File: src/rtl/muldiv_unit.sv
// Iterative multiply/divide unit with an integrated {HI, LO} result register.
// Signed operations run on operand magnitudes; the signs are restored in the
// FIX state. Multiply is shift-add and divide is restoring shift-subtract.
// Each iteration handles one bit.
module muldiv_unit #(
    parameter int WIDTH = 32
) (
    input  logic                 clk,
    input  logic                 rst_n,
    input  logic                 start,
    input  logic [1:0]           op,
    input  logic [WIDTH-1:0]     opr1,
    input  logic [WIDTH-1:0]     opr2,
    input  logic [1:0]           write_opt,
    input  logic [WIDTH-1:0]     write_data,
    output logic [2*WIDTH-1:0]   result,
    output logic                 busy,
    output logic                 ready
);

    localparam int CW = $clog2(WIDTH);

    typedef enum logic [1:0] {IDLE, CALC, FIX} state_t;

    state_t               state, state_nxt;
    logic [1:0]           op_q;
    logic                 sign1_q, sign2_q, div0_q;
    logic [WIDTH-1:0]     opr1_q;     // raw dividend, returned in HI on divide-by-zero
    logic [WIDTH-1:0]     opnd_q;     // multiplicand magnitude or divisor magnitude
    logic [2*WIDTH-1:0]   acc_q;      // {partial product} or {remainder, dividend/quotient}
    logic [CW-1:0]        cnt_q;

    logic [WIDTH-1:0]     abs1, abs2;
    logic [WIDTH:0]       mul_sum, div_shift, div_diff;
    logic [2*WIDTH-1:0]   acc_mul, acc_div, fix_mul, fix_val;
    logic [WIDTH-1:0]     fix_quo, fix_rem;

    assign busy  = (state != IDLE);
    assign ready = (state == IDLE) && !start;

    // Operand magnitudes, plus a single shift-add or shift-subtract step on the accumulator.
    always_comb begin
        abs1 = (op[0] && opr1[WIDTH-1]) ? -opr1 : opr1;
        abs2 = (op[0] && opr2[WIDTH-1]) ? -opr2 : opr2;

        // Multiply: add the multiplicand into HI when the LSB of the multiplier is set, then shift right.
        mul_sum = {1'b0, acc_q[2*WIDTH-1:WIDTH]} + (acc_q[0] ? {1'b0, opnd_q} : '0);
        acc_mul = {mul_sum, acc_q[WIDTH-1:1]};

        // Divide: shift in the next dividend bit. Subtract the divisor only if it fits.
        div_shift = acc_q[2*WIDTH-1:WIDTH-1];
        div_diff  = div_shift - {1'b0, opnd_q};
        acc_div   = div_diff[WIDTH] ? {div_shift[WIDTH-1:0], acc_q[WIDTH-2:0], 1'b0}
                                    : {div_diff[WIDTH-1:0],  acc_q[WIDTH-2:0], 1'b1};

        // Restore the signs. The most-negative / -1 case needs no special handling here.
        fix_mul = (sign1_q ^ sign2_q) ? -acc_q : acc_q;
        fix_quo = (sign1_q ^ sign2_q) ? -acc_q[WIDTH-1:0] : acc_q[WIDTH-1:0];
        fix_rem = sign1_q ? -acc_q[2*WIDTH-1:WIDTH] : acc_q[2*WIDTH-1:WIDTH];

        if (!op_q[1])
            fix_val = fix_mul;
        else if (div0_q)
            fix_val = {opr1_q, {WIDTH{1'b1}}};
        else
            fix_val = {fix_rem, fix_quo};
    end

    // Next-state logic. A new start always restarts the calculation, even while busy.
    always_comb begin
        // NOTE: assign a default before the case statement. Without it, any path that leaves state_nxt unassigned infers a latch.
        state_nxt = state;
        if (start) begin
            state_nxt = CALC;
        end else begin
            case (state)
                CALC:    if (cnt_q == CW'(WIDTH - 1)) state_nxt = FIX;
                FIX:     state_nxt = IDLE;
                default: state_nxt = state;
            endcase
        end
    end

    // State register.
    always_ff @(posedge clk or negedge rst_n) begin
        // NOTE: use non-blocking (<=) assignments in clocked blocks so every register samples values from before the edge.
        if (!rst_n) state <= IDLE;
        else        state <= state_nxt;
    end

    // Datapath: load the operands on start, then run one iteration per CALC cycle.
    always_ff @(posedge clk or negedge rst_n) begin
        if (!rst_n) begin
            op_q    <= '0;
            sign1_q <= 1'b0;
            sign2_q <= 1'b0;
            div0_q  <= 1'b0;
            opr1_q  <= '0;
            opnd_q  <= '0;
            acc_q   <= '0;
            cnt_q   <= '0;
        end else if (start) begin
            op_q    <= op;
            sign1_q <= op[0] & opr1[WIDTH-1];
            sign2_q <= op[0] & opr2[WIDTH-1];
            div0_q  <= (opr2 == '0);
            opr1_q  <= opr1;
            opnd_q  <= op[1] ? abs2 : abs1;
            acc_q   <= {{WIDTH{1'b0}}, (op[1] ? abs1 : abs2)};
            cnt_q   <= '0;
        end else if (state == CALC) begin
            acc_q   <= op_q[1] ? acc_div : acc_mul;
            cnt_q   <= cnt_q + 1'b1;
        end
    end

    // HI/LO register: FIX loads the computed value, and a direct write overrides the half it targets.
    always_ff @(posedge clk or negedge rst_n) begin
        if (!rst_n) begin
            result <= '0;
        end else begin
            if (state == FIX && !start)
                result <= fix_val;
            if (write_opt == 2'b01)
                result[WIDTH-1:0] <= write_data;
            else if (write_opt == 2'b10)
                result[2*WIDTH-1:WIDTH] <= write_data;
        end
    end

endmodule

File: config.mk
export PLATFORM = sky130hd
export DESIGN_NAME = muldiv_unit
export DESIGN_NICKNAME = d
export VERILOG_FILES = /design/src/rtl/muldiv_unit.sv
export SDC_FILE = /design/constraint.sdc
export NUM_CORES = 1
export LEC_CHECK = 0
export ABC_AREA = 0
export BUFFER_PORTS_ARGS = -buffer_cell sky130_fd_sc_hd__buf_2
export CORE_MARGIN = 3
export CORE_UTILIZATION = 40
export CTS_BUF_LIST = sky130_fd_sc_hd__clkbuf_8
export DETAILED_ROUTE_END_ITERATION = 7
export SLEW_MARGIN = 20
export SYNTH_ARGS = -nofsm -noshare
export SYNTH_HDL_FRONTEND = slang
export SYNTH_SLANG_ARGS = --single-unit
File: constraint.sdc
create_clock -name clk -period 5.1 [get_ports clk]
set_clock_uncertainty 0.1 [all_clocks]
set_input_delay 1.02 -clock clk [delete_from_list [all_inputs] [get_ports clk]]
set_output_delay 1.02 -clock clk [all_outputs]
set_load 0.005 [all_outputs]
# [After elaboration in Yosys (flattened, before gate mapping)]
# Index checks and enable logic that the tools add are counted.
[word_totals] regBits=204 input_bits=103 output_inout_bits=66 wordCells=63
[classes] addsub=8 n_eq_ne=6 mux=23 n_bitwise=3 n_reduce_logical=12
[op_table] cell="64-bit two-way mux" n=8
[op_table] cell="32-bit two-way mux" n=10
[op_table] cell="32-bit negation" n=4
[op_table] cell="64-bit negation" n=1
[op_table] cell="32-bit by 32-bit adder with 33-bit output" n=1
[op_table] cell="33-bit by 32-bit subtractor with 33-bit output" n=1
[op_table] cell="32-bit logical NOT" n=1
[op_table] cell="5-bit two-way mux" n=2
[op_table] cell="2-bit nonzero test" n=3
[op_table] cell="5-bit by 1-bit adder with 5-bit output, second input constant" n=1
[op_table] cell="5-bit == test, second input constant" n=1
[op_table] cell="2-bit by 1-bit == test with 1-bit output, second input constant" n=2
[op_table] cell="2-bit == test, second input constant" n=2
[op_table] cell="1-bit logical AND" n=4
[op_table] cell="2-bit two-way mux" n=2
[op_table] cell="2-bit one-hot mux with 2 select lines" n=1
[op_table] cell="3-bit != test, second input constant" n=1
[op_table] cell="3-bit nonzero test" n=1
[op_table] cell="1-bit bitwise AND" n=2
[op_table] cell="2-bit logical NOT" n=1
[op_table] cell="2-bit AND reduction" n=1
[op_table] cell="1-bit logical NOT" n=1
[op_table] cell="1-bit bitwise XOR" n=1

# [Longest topological paths before layout]
[logic_depth] ltp_word=7 depth_mapped=14 mapped_depth_nobuf=13

# [Least setup slack after synthesis]
# OpenSTA, ideal clock, no wires.
[synth_path] path_kind="input-to-reg" from="in opr1[13]" to="reg opnd_q[29]" setup_time_ns=0.121 arrival_ns=3.802 t_required_ns=4.879 path_slack_ns=1.077 cell_stages=9 path_buffers=0 path_cell_list="or4_4 > or4_4 > or2_1 > or4b_4 > or3b_4 > o31ai_4 > xor2_1 > a21oi_1 > a22o_1"
[synth_via] elab_chain_cells=3
[synth_rtl] item="start: declaration" line="12" source="input logic [WIDTH-1:0] opr1,"
[synth_rtl] item="32-bit negation" line="43" source="abs1 = (op[0] && opr1[WIDTH-1]) ? -opr1 : opr1;"
[synth_rtl] item="32-bit two-way mux" line="43"
[synth_rtl] item="32-bit two-way mux" line="108" source="opnd_q <= op[1] ? abs2 : abs1;"
[synth_rtl] item="end signal: assignment" line="108"
[synth_rtl] item="end: declaration" line="29" source="logic [WIDTH-1:0] opnd_q;"
# No other way between the ends.
# A chain may end at the register's enable or synchronous reset.

# [Final worst setup path]
[layout_path] from="reg acc_q[31]" to="reg acc_q[61]"
[layout_via] elab_chain_cells=5
[layout_rtl] item="start: declaration" line="30" source="logic [2*WIDTH-1:0] acc_q;"
[layout_rtl] item="start signal: assignment" line="109" source="acc_q <= {{WIDTH{1'b0}}, (op[1] ? abs1 : abs2)};"
[layout_rtl] item="start signal: assignment" line="112" source="acc_q <= op_q[1] ? acc_div : acc_mul;"
[layout_rtl] item="33-bit by 32-bit subtractor with 33-bit output" line="52" source="div_diff = div_shift - {1'b0, opnd_q};"
[layout_rtl] item="64-bit two-way mux" line="53" source="acc_div = div_diff[WIDTH] ? {div_shift[WIDTH-1:0], acc_q[WIDTH-2:0], 1'b0}"
[layout_rtl] item="64-bit two-way mux" line="112"
[layout_rtl] item="64-bit two-way mux" line="111" source="end else if (state == CALC) begin"
[layout_rtl] item="64-bit two-way mux" line="102" source="end else if (start) begin"
# No other way between the ends. The select of a mux whose other input is x is not followed.

==> results.json <==
{
  "status": "finished clean",
  "synth-xor-area-share_pct": 10.2,
  "ir_drop_mv": 0.162,
  "cts_tree": "yes",
  "drc": 0,
  "cts.sinks": 203,
  "gp_congestion": 0.999,
  "ys_async_sr_fraction_pct": 100,
  "syn_area_per_cell_um2": 7.84,
  "cts-resized-gates": 0,
  "start_util_pct": 40.8,
  "total_power_mw": 7.32,
  "grt_pass1_vias": 16800,
  "cpMaxStageDelayCell": "a311oi_1",
  "slowest_delay_ps": 620,
  "worst_pin_slew_ps": 1050,
  "crit_chain": "inv_1 -> ha_1 -> fa_1 -> nand2b_1 -> a21o_1 -> a211oi_1 -> buf_4 -> o211ai_1 -> a311oi_1 -> or3_1 -> nand2_1 -> o311a_1 -> a211oi_1",
  "reg2reg_slack_ps": 750,
  "ios": 169,
  "arrival_ps": 4760,
  "yosys.area.top_type": "dfrtp_1",
  "grt_util_all_layers_pct": 29.9,
  "hold_violations": 0,
  "synthCells": 2201,
  "antenna_found_initial": 5,
  "synth_edf_count": 0,
  "yosys-top-cells-area": "dfrtp_1, o21ai_0, xnor2_1, nand2_1, ha_1",
  "ys_seq_elements": 203,
  "place_ws_ps": 777,
  "yosys_most_used_dff": "dfrtp_1",
  "cp-start-kind": "flip-flop",
  "cts_buffers": 39,
  "clockBufferDepth": 3,
  "critical_path_class": "reg2reg",
  "fin_crit_sh_pct": 85.3,
  "root_buffer": "clkbuf_8",
  "drive_gt1_share_pct": 14.2,
  "synthMuxAreaShare_pct": 5.88,
  "die_w_um": 214,
  "critPathRequiredTime_ps": 5510,
  "slew_viol_final": 0,
  "grt_max_degree": 109,
  "wl_per_cell_um": 23.9,
  "setup_ws_ps": 749,
  "max-slew-margin-rel_pct": 29.6,
  "min_period_ps": 4350,
  "power_per_cell_area_mw_per_mm2": 377,
  "synth_top_area_share_pct": 29.4,
  "syn2layout_area_growth_pct": 12.6,
  "rows": 75,
  "reg2regPathDepth": 13,
  "ant_nets": 0,
  "die_h_um": 214,
  "dr.pass1.iters": 5,
  "ys_top_cells_by_count": "nand2_1, o21ai_0, dfrtp_1",
  "place.port_buffers": 168,
  "cts_setup_buffers": 0,
  "synth.cell_area_mm2": 0.0173,
  "syn-num-nets": 2376,
  "crit_path_max_fanout": 12,
  "layout.nets": 2467,
  "rsz0062_at_grt": "false",
  "clk_pin_slew_ps": 60,
  "vias_per_cell": 6.12,
  "holdWs_ps": 392,
  "synth_top_family_by_area": "compound AO/OA/AOI/OAI gates",
  "die_area_mm2": 0.0457,
  "via_count": 17700,
  "first_iter_violations": 1966,
  "min_path_type": "in2async",
  "ys_warn_count": 0,
  "r2r-start": "acc_q[31]",
  "synth_compound_area_share_pct": 26.8,
  "seq_area_frac_synth_pct": 29.4,
  "cap_violations": 0,
  "grt_pass1_wl_um": 104000,
  "synth_most_common_cell": "nand2_1",
  "nFillCells": 4251,
  "synth_fa_ha_area_share_pct": 5.31,
  "synthSimpleGateAreaFrac_pct": 17.4,
  "dpl.hpwl_um": 53100,
  "clk_latency_ps": 600,
  "hold_buffers": 0,
  "path_common_cell": "a211oi_1",
  "core-area_mm2": 0.0423,
  "tns_ps": 0,
  "finalSetupViolCount": 0,
  "max_freq_ghz": 0.230,
  "htree_levels": 2,
  "yosysUniqueCellTypes": 69,
  "end_kind": "flip-flop",
  "leakagePower_nw": 8.66,
  "r2r_end": "acc_q[61]",
  "routed_wl_um": 69200,
  "overflow": 0
}
[placed cells by master, fill, tap and decap left out, types with 12 or more instances in the layout]
cell / n
o31ai_1: 25
a21o_1: 54
and2_1: 12
buf_2: 166
nand2_1: 243
a211oi_1: 27
o211ai_1: 72
o41ai_1: 21
or3_1: 14
nor2_1: 178
dfrtp_1: 202
or4_1: 16
a31oi_1: 23
nor4_1: 27
nand2b_1: 15
buf_4: 48
nand4_1: 18
nand3_1: 44
nor2b_1: 12
mux2i_1: 62
nor3_1: 32
a21oi_1: 171
o21ai_0: 242
mux2_2: 35
and3_1: 13
inv_1: 75
xor2_1: 87
o22ai_1: 37
ha_1: 70
xnor2_1: 113
clkbuf_8: 50
[through the flow]
stage | area, um2 | utilization (%) | instances
2_1_floorplan | 17300 | - | 2201
3_3_place_gp | 18600 | 43.9 | 2827
3_5_place_dp | 18600 | 44.0 | 2828
4_1_cts | 19400 | 45.9 | 2896
5_1_grt | 19400 | 45.9 | 2898
6_report | 19400 | 45.9 | 2899
[final cells by class]
| cell class | instances | area, um2 | share of cell area [%] |
|---|---|---|---|
| tap | 577 | 722 | 3.71 |
| timing repair buffer | 216 | 1220 | 6.30 |
| sequential | 203 | 5080 | 26.1 |
| clock inverter | 19 | 144 | 0.740 |
| multi-input combinational | 1769 | 11300 | 58.4 |
| inverter | 63 | 236 | 1.22 |
| antenna | 3 | 7.51 | 0.0386 |
| clock buffer | 49 | 674 | 3.47 |
[layer usage]
layer	global-route usage, %	wire length (um)
met2	45.8	30000
met5	0	29
met3	5.46	6100
met4	14.2	3440
met1	41.0	29700
[worst max-delay path by stage]
| stage | to | start | depth (start not counted) |
|---|---|---|---|
| final | acc_q[61] | acc_q[31] | 13 |
| after global routing | acc_q[40] | acc_q[31] | 14 |
| after CTS | acc_q[61] | acc_q[31] | 13 |
| after detailed placement | opnd_q[29] | opr1[13] | 10 |
| after global placement | opnd_q[29] | opr1[13] | 10 |
| after floorplan | opnd_q[29] | opr1[13] | 9 |
[where the power goes]
| group | switching (mW) | total, mW | internal, mW | leakage (nW) |
|---|---|---|---|---|
| logic | 2.06 | 3.37 | 1.31 | 5.70 |
| clock network | 0.756 | 1.72 | 0.969 | 0.466 |
| registers | 0.395 | 2.23 | 1.84 | 2.49 |
| total | 3.21 | 7.32 | 4.12 | 8.66 |
[cell families after synthesis]
kind of cell | after synthesis
AOI/OAI and AO/OA | 747
muxes | 97
adders and majority gates | 72
buffers and inverters | 229
DFF | 203
and+or+nand+nor | 651
xor gates and xnor gates | 202
[state kept, by name, summed over array words and instances (netlist names)]
signal   flops
acc_q       64
result      64
opnd_q      32
opr1_q      32
cnt_q        5
state        2
div0_q       1
op_q         1
sign1_q      1
sign2_q      1
[critical path: cells and delay by family (launching register included)]
family	cells	cell delay, ps
fa+ha+maj	2	600
buf+inv	2	270
compound gates	6	1960
simple gates	3	760
flops	1	550
(Power assumes the default switching activity.)
